`config.mk`:
```
export PLATFORM = sky130hd
export DESIGN_NAME = dccm_ctrl
export DESIGN_NICKNAME = d
export VERILOG_FILES = /design/src/rtl/mem_pkg.sv /design/src/rtl/dccm_lane_merge.sv /design/src/rtl/dccm_ctrl.sv
export SDC_FILE = /design/constraint.sdc
export NUM_CORES = 1
export LEC_CHECK = 0
export ABC_AREA = 1
export CAP_MARGIN = 20
export CORE_MARGIN = 4
export CORE_UTILIZATION = 48
export CTS_BUF_LIST = sky130_fd_sc_hd__clkbuf_8
export CTS_CLUSTER_DIAMETER = 200
export DETAILED_ROUTE_END_ITERATION = 10
export MAX_ROUTING_LAYER = met4
export PLACE_DENSITY = 0.95
export SKIP_LAST_GASP = 1
export SLEW_MARGIN = 30
export SYNTH_ARGS = -nofsm -noshare
export SYNTH_HDL_FRONTEND = slang
export SYNTH_HIERARCHICAL = 1
export SYNTH_SLANG_ARGS = --single-unit
```
`constraint.sdc`:
```
create_clock -name clk -period 4.5 [get_ports clk]
set_input_delay 0.675 -clock clk [delete_from_list [all_inputs] [get_ports clk]]
set_output_delay 0.675 -clock clk [all_outputs]
set_load 0.05 [all_outputs]
```
`src/rtl/mem_pkg.sv`:
```
// Memory-access types shared by the LSU, DMA and DCCM request path.
package mem_pkg;

    typedef enum logic [1:0] {
        MEM_BYTE = 2'b00,
        MEM_HALF = 2'b01,
        MEM_WORD = 2'b10
    } mem_size_e;

    localparam int DCCM_WORD_W = 32;

endpackage

```
`src/rtl/dccm_lane_merge.sv`:
```
// Byte/half lane handling for the DCCM: inserts store data into a word and
// extracts LSB-aligned, zero-extended load data from it.
module dccm_lane_merge
    import mem_pkg::*;
(
    input  logic [DCCM_WORD_W-1:0] word,
    input  logic [1:0]             addr,
    input  logic [1:0]             size,
    input  logic [DCCM_WORD_W-1:0] wdata,
    output logic [DCCM_WORD_W-1:0] merged,
    output logic [DCCM_WORD_W-1:0] rdata
);

    always_comb begin
        // NOTE: every output gets a default before the case so no latch is inferred.
        merged = word;
        rdata  = '0;
        case (size)
            MEM_BYTE: begin
                merged[{addr, 3'b000} +: 8] = wdata[7:0];
                rdata[7:0]                  = word[{addr, 3'b000} +: 8];
            end
            MEM_HALF: begin
                merged[{addr[1], 4'b0000} +: 16] = wdata[15:0];
                rdata[15:0]                      = word[{addr[1], 4'b0000} +: 16];
            end
            default: begin
                merged = wdata;
                rdata  = word;
            end
        endcase
    end

endmodule

```
`src/rtl/dccm_ctrl.sv`:
```
// Two-port round-robin request controller for the DCCM; serialises loads,
// word stores and read-modify-write sub-word stores onto the word-wide array.
module dccm_ctrl
    import mem_pkg::*;
#(
    parameter  int DEPTH  = 1024,
    localparam int ADDR_W = $clog2(DEPTH * 4),
    localparam int WIDX_W = $clog2(DEPTH)
) (
    input  logic                        clk,
    input  logic                        rst_n,
    input  logic [1:0]                  req_valid,
    output logic [1:0]                  req_ready,
    input  logic [1:0]                  req_we,
    input  logic [1:0][1:0]             req_size,
    input  logic [1:0][ADDR_W-1:0]      req_addr,
    input  logic [1:0][DCCM_WORD_W-1:0] req_wdata,
    output logic [1:0]                  rsp_valid,
    output logic [DCCM_WORD_W-1:0]      rsp_rdata,
    output logic                        rsp_err,
    output logic [WIDX_W-1:0]           dccm_raddr,
    output logic                        dccm_rvalid_in,
    input  logic [DCCM_WORD_W-1:0]      dccm_rdata,
    input  logic                        dccm_rvalid_out,
    output logic [WIDX_W-1:0]           dccm_waddr,
    output logic                        dccm_wen,
    output logic [DCCM_WORD_W-1:0]      dccm_wdata
);

    typedef enum logic [2:0] {
        IDLE,
        WR,
        RD_ISSUE,
        RD_WAIT,
        ERR
    } state_e;

    state_e                 state;
    logic                   last_grant;
    logic                   id_q;
    logic                   we_q;
    logic [1:0]             size_q;
    logic [ADDR_W-1:0]      addr_q;
    logic [DCCM_WORD_W-1:0] wdata_q;

    logic                   gnt;
    logic                   handshake;
    logic                   misaligned;
    logic                   is_word;
    logic [DCCM_WORD_W-1:0] merged;
    logic [DCCM_WORD_W-1:0] load_data;

    // On a tie the port that did not win last time is granted.
    assign gnt       = (req_valid == 2'b11) ? ~last_grant : req_valid[1];
    assign req_ready = (state == IDLE && rst_n && (|req_valid)) ?
                       (gnt ? 2'b10 : 2'b01) : 2'b00;
    assign handshake = |(req_valid & req_ready);

    assign is_word    = (req_size[gnt] != MEM_BYTE) && (req_size[gnt] != MEM_HALF);
    assign misaligned = ((req_size[gnt] == MEM_HALF) && req_addr[gnt][0]) ||
                        (is_word && (req_addr[gnt][1:0] != 2'b00));

    always_ff @(posedge clk or negedge rst_n) begin
        if (!rst_n) begin
            state      <= IDLE;
            last_grant <= 1'b1;
            id_q       <= 1'b0;
            we_q       <= 1'b0;
            size_q     <= MEM_BYTE;
            addr_q     <= '0;
            wdata_q    <= '0;
        end else begin
            // NOTE: state registers use non-blocking assignments so every flop
            // samples the pre-edge values regardless of statement order.
            case (state)
                IDLE: begin
                    if (handshake) begin
                        last_grant <= gnt;
                        id_q       <= gnt;
                        we_q       <= req_we[gnt];
                        size_q     <= req_size[gnt];
                        addr_q     <= req_addr[gnt];
                        wdata_q    <= req_wdata[gnt];
                        if (misaligned)
                            state <= ERR;
                        else if (req_we[gnt] && is_word)
                            state <= WR;
                        else
                            state <= RD_ISSUE;
                    end
                end
                WR:       state <= IDLE;
                RD_ISSUE: state <= RD_WAIT;
                RD_WAIT:  state <= IDLE;
                ERR:      state <= IDLE;
                default:  state <= IDLE;
            endcase
        end
    end

    // In WR the latched size is a word, so the merge passes wdata straight through.
    dccm_lane_merge u_lane_merge (
        .word   (dccm_rdata),
        .addr   (addr_q[1:0]),
        .size   (size_q),
        .wdata  (wdata_q),
        .merged (merged),
        .rdata  (load_data)
    );

    always_comb begin
        rsp_valid      = 2'b00;
        rsp_rdata      = '0;
        rsp_err        = 1'b0;
        dccm_raddr     = '0;
        dccm_rvalid_in = 1'b0;
        dccm_waddr     = '0;
        dccm_wen       = 1'b0;
        dccm_wdata     = '0;
        case (state)
            WR: begin
                dccm_wen   = 1'b1;
                dccm_waddr = addr_q[ADDR_W-1:2];
                dccm_wdata = merged;
                rsp_valid  = id_q ? 2'b10 : 2'b01;
            end
            RD_ISSUE: begin
                dccm_rvalid_in = 1'b1;
                dccm_raddr     = addr_q[ADDR_W-1:2];
            end
            RD_WAIT: begin
                rsp_valid = id_q ? 2'b10 : 2'b01;
                if (we_q) begin
                    dccm_wen   = 1'b1;
                    dccm_waddr = addr_q[ADDR_W-1:2];
                    dccm_wdata = merged;
                end else begin
                    rsp_rdata = load_data;
                end
            end
            ERR: begin
                rsp_valid = id_q ? 2'b10 : 2'b01;
                rsp_err   = 1'b1;
            end
            default: ;
        endcase
    end

    // Read data is consumed unconditionally in RD_WAIT; the DCCM must have it ready.
    a_rdata_valid: assert property (@(posedge clk) disable iff (!rst_n)
        (state == RD_WAIT) |-> dccm_rvalid_out);

endmodule

```
==> impl_metrics.toml <==
[timing]
rsz0062_at_grt = "false"
maxSlewViolCount = 0
setup_ws_ns = 0.271
setup_viol = 0
slew_headroom_pct = 41.1
hold_viol = 0
timing.fmax_ghz = 0.236
final.min_clock_period_ns = 4.23
setup_tns_ns = 0
skew_ns = 0.00754
finalCritPeriodShare_pct = 94.0
worstMarginPinSlew_ns = 0.883

[synth]
synth_warnings = 6
synth.avg_cell_area_um2 = 5.85
syn_area_um2 = 5330
ys_seq_area_share_pct = 24.4
synth_cells = 910
ys_ff_latch = 52
yosysUniqueCellTypes = 34
synth.net_count = 1046

[setup_path]
worst_path_max_delay_cell = "clkdlybuf4s50_1"
path_cells = "inv_1, ha_1, clkinv_1, nor2_1, nand3_1, nand2_1, nand2_1, nand2_1, inv_1, nor2_1, clkdlybuf4s50_1"
critPathKind = "reg -> out"
cp-start-kind = "flop"
critPathCaptureType = "output pin"
path_buf_inv = 4
worst_ep_required_time_ns = 3.83
r2r.worst_path.cells = 7
reg2reg_from = "last_grant$_DFFE_PN1P_"
r2r-end = "addr_q[2]$_DFFE_PN0P_"
rrSetupSlack_ns = 2.65
arrival_ns = 3.55
cp_top_family = "buffers and inverters"
crit_fanout = 13
slowest_delay_ns = 0.84
crit_path_frequent_cell = "nand2_1"

[min_path]
min_path_type = "in -> async"

[floorplanning]
num_rows = 38
die_w_um = 113
die-area_um2 = 12800
core_um2 = 10800
dieHeight_um = 113
start_util_pct = 49.1
ios = 222

[clocking]
clk_latency_ns = 0.31
cts_setup_buffers = 0
clockBufferDepth = 2
cts_buffers = 5
cts.hold.buffers_added = 0
ctsResizeCount = 0
cts_tree = "done"
clk_transition_reported_paths_ns = 0.10
clock_sinks = 52
cts-root-buf = "clkbuf_8"
ctsHtreeMaxLevel = 2

[layout]
drive_above_1_share_pct = 7.60
most-common-layout-cells = "398 x nand2_1, 219 x clkdlybuf4s50_1, 145 x nor2_1, 108 x inv_1, 51 x dfrtp_1"
area_delta_synth_final_pct = 42.5
layout.nets = 1240
stdcell_area_um2 = 7590
antenna_cells = 0
mostFrequentLayoutCell = "nand2_1"

[pwr]
power_frac_seq_pct = 21.8
powerDensity_nw_per_um2 = 578
p_sw_share_pct = 55.7
clockPowerShare_pct = 7.6
p_comb_share_pct = 70.6
p_sw_mw = 2.45
total_power_mw = 4.39
p_int_mw = 1.94
peakVddDrop_v = 0.000369
p_leak_nw = 3.74

[route]
vias = 6428
firstDrtPassIters = 6
wirelength_mm = 18.9
drt_iter0_drc = 638
post_drt_wl_per_cell_um = 15.2
ant_nets = 0
viasPerCell = 5.16
drc = 0

[outcome]
status = "finished clean"

[global_routing]
antenna_found_initial = 0
track_usage_pct = 29.1
grt_pass1_vias = 5901
gr-total-overflow = 0
grt_max_degree = 53
grt_pass1_wl_mm = 29.3

[placed_design]
gp_congestion = 0.976
placed_area_um2 = 7480
port_buffers = 220
dpl_worst_slack_ns = 0.731
hpwl_mm = 14.7

[run]
maxCapViolations = 0
worst reg2reg max path, delay by kind of cell, from the launching register on:
kind            cells  cell delay [ns]
flops               1             0.55
buf+inv             2             0.68
compound gates      1             0.10
simple gates        4             0.40
power groups by stage:
stage	clock, mW	sequential, mW	combinational, mW
final	0.333	0.957	3.10
after detailed placement	0	0.956	3.06
after floorplan	0	0.848	2.38
after global routing	0.357	0.980	3.42
after CTS	0.335	0.945	3.07
after global placement	0	0.946	2.99
kinds of logic after synthesis:
logic type               synth area share, %
AO/OA/AOI/OAI                           15.3
flip-flops                              24.4
AND/OR/NAND/NOR                         45.1
buffers and inverters                   14.0
adder cells (fa/ha/maj)                 1.17
flip-flops by register name (all words and copies together), names as in the netlist:
signal,cells
last_grant,1
state,3
we_q,1
addr_q,12
wdata_q,32
size_q,2
id_q,1
synth_stat cells, drive strengths merged:
cell type / instances / area, um2
a2bb2oi: 25 / 350
o21ai: 23 / 126
clkbuf: 11 / 41.3
nand2: 402 / 1520
a22o: 1 / 8.76
a21oi: 30 / 229
nor2: 154 / 634
nor3: 1 / 5.00
ha: 5 / 62.6
dfrtp: 51 / 1280
nand3: 42 / 210
a22oi: 1 / 12.5
dfstp: 1 / 26.3
nand3b: 4 / 30.0
a21boi: 1 / 7.51
inv: 115 / 437
buf: 31 / 262
o211ai: 10 / 80.1
clkinv: 2 / 7.51
metrics by stage:
stage / cells / hold WS [ns] / utilization [%]
finish: 1245 / 0.503 / 70.0
global route: 1245 / 0.517 / 70.0
CTS: 1245 / 0.506 / 70.0
detailed placement: 1237 / 0.490 / 69.0
global placement: 1237 / 0.470 / 69.0
floorplan: 910 / 0.379 / -
layout make-up:
cell class / instances / area [um2]
clock buffer: 5 / 68.8
multi-input combinational: 699 / 3290
timing repair buffer: 229 / 2260
tap: 140 / 175
inverter: 117 / 444
clock inverter: 3 / 42.5
fill: 966 / 3250
sequential: 52 / 1300
routing by layer:
metal | up-vias | share of wire (%) | track usage, %
met5 | - | 0 | -
li1 | 3158 | - | -
met3 | 40 | 8.5 | 4.17
met2 | 307 | 48 | 47.9
met4 | 0 | 2.3 | 8.25
met1 | 2923 | 42 | 37.4
worst max-delay path by stage:
| stage | start | end | slack, ns | cells after the start |
|---|---|---|---|---|
| floorplan | addr_q[1]$_DFFE_PN0P_ | dccm_wdata[14] | 1.32 | 12 |
| CTS | addr_q[0]$_DFFE_PN0P_ | dccm_wdata[18] | 0.36 | 11 |
| global route | addr_q[0]$_DFFE_PN0P_ | dccm_wdata[19] | 0.005 | 11 |
| finish | addr_q[0]$_DFFE_PN0P_ | dccm_wdata[18] | 0.27 | 11 |
| detailed placement | addr_q[0]$_DFFE_PN0P_ | dccm_wdata[18] | 0.73 | 11 |
| global placement | addr_q[0]$_DFFE_PN0P_ | dccm_wdata[18] | 0.77 | 11 |
Note: power is estimated with default switching activity, not from simulation.
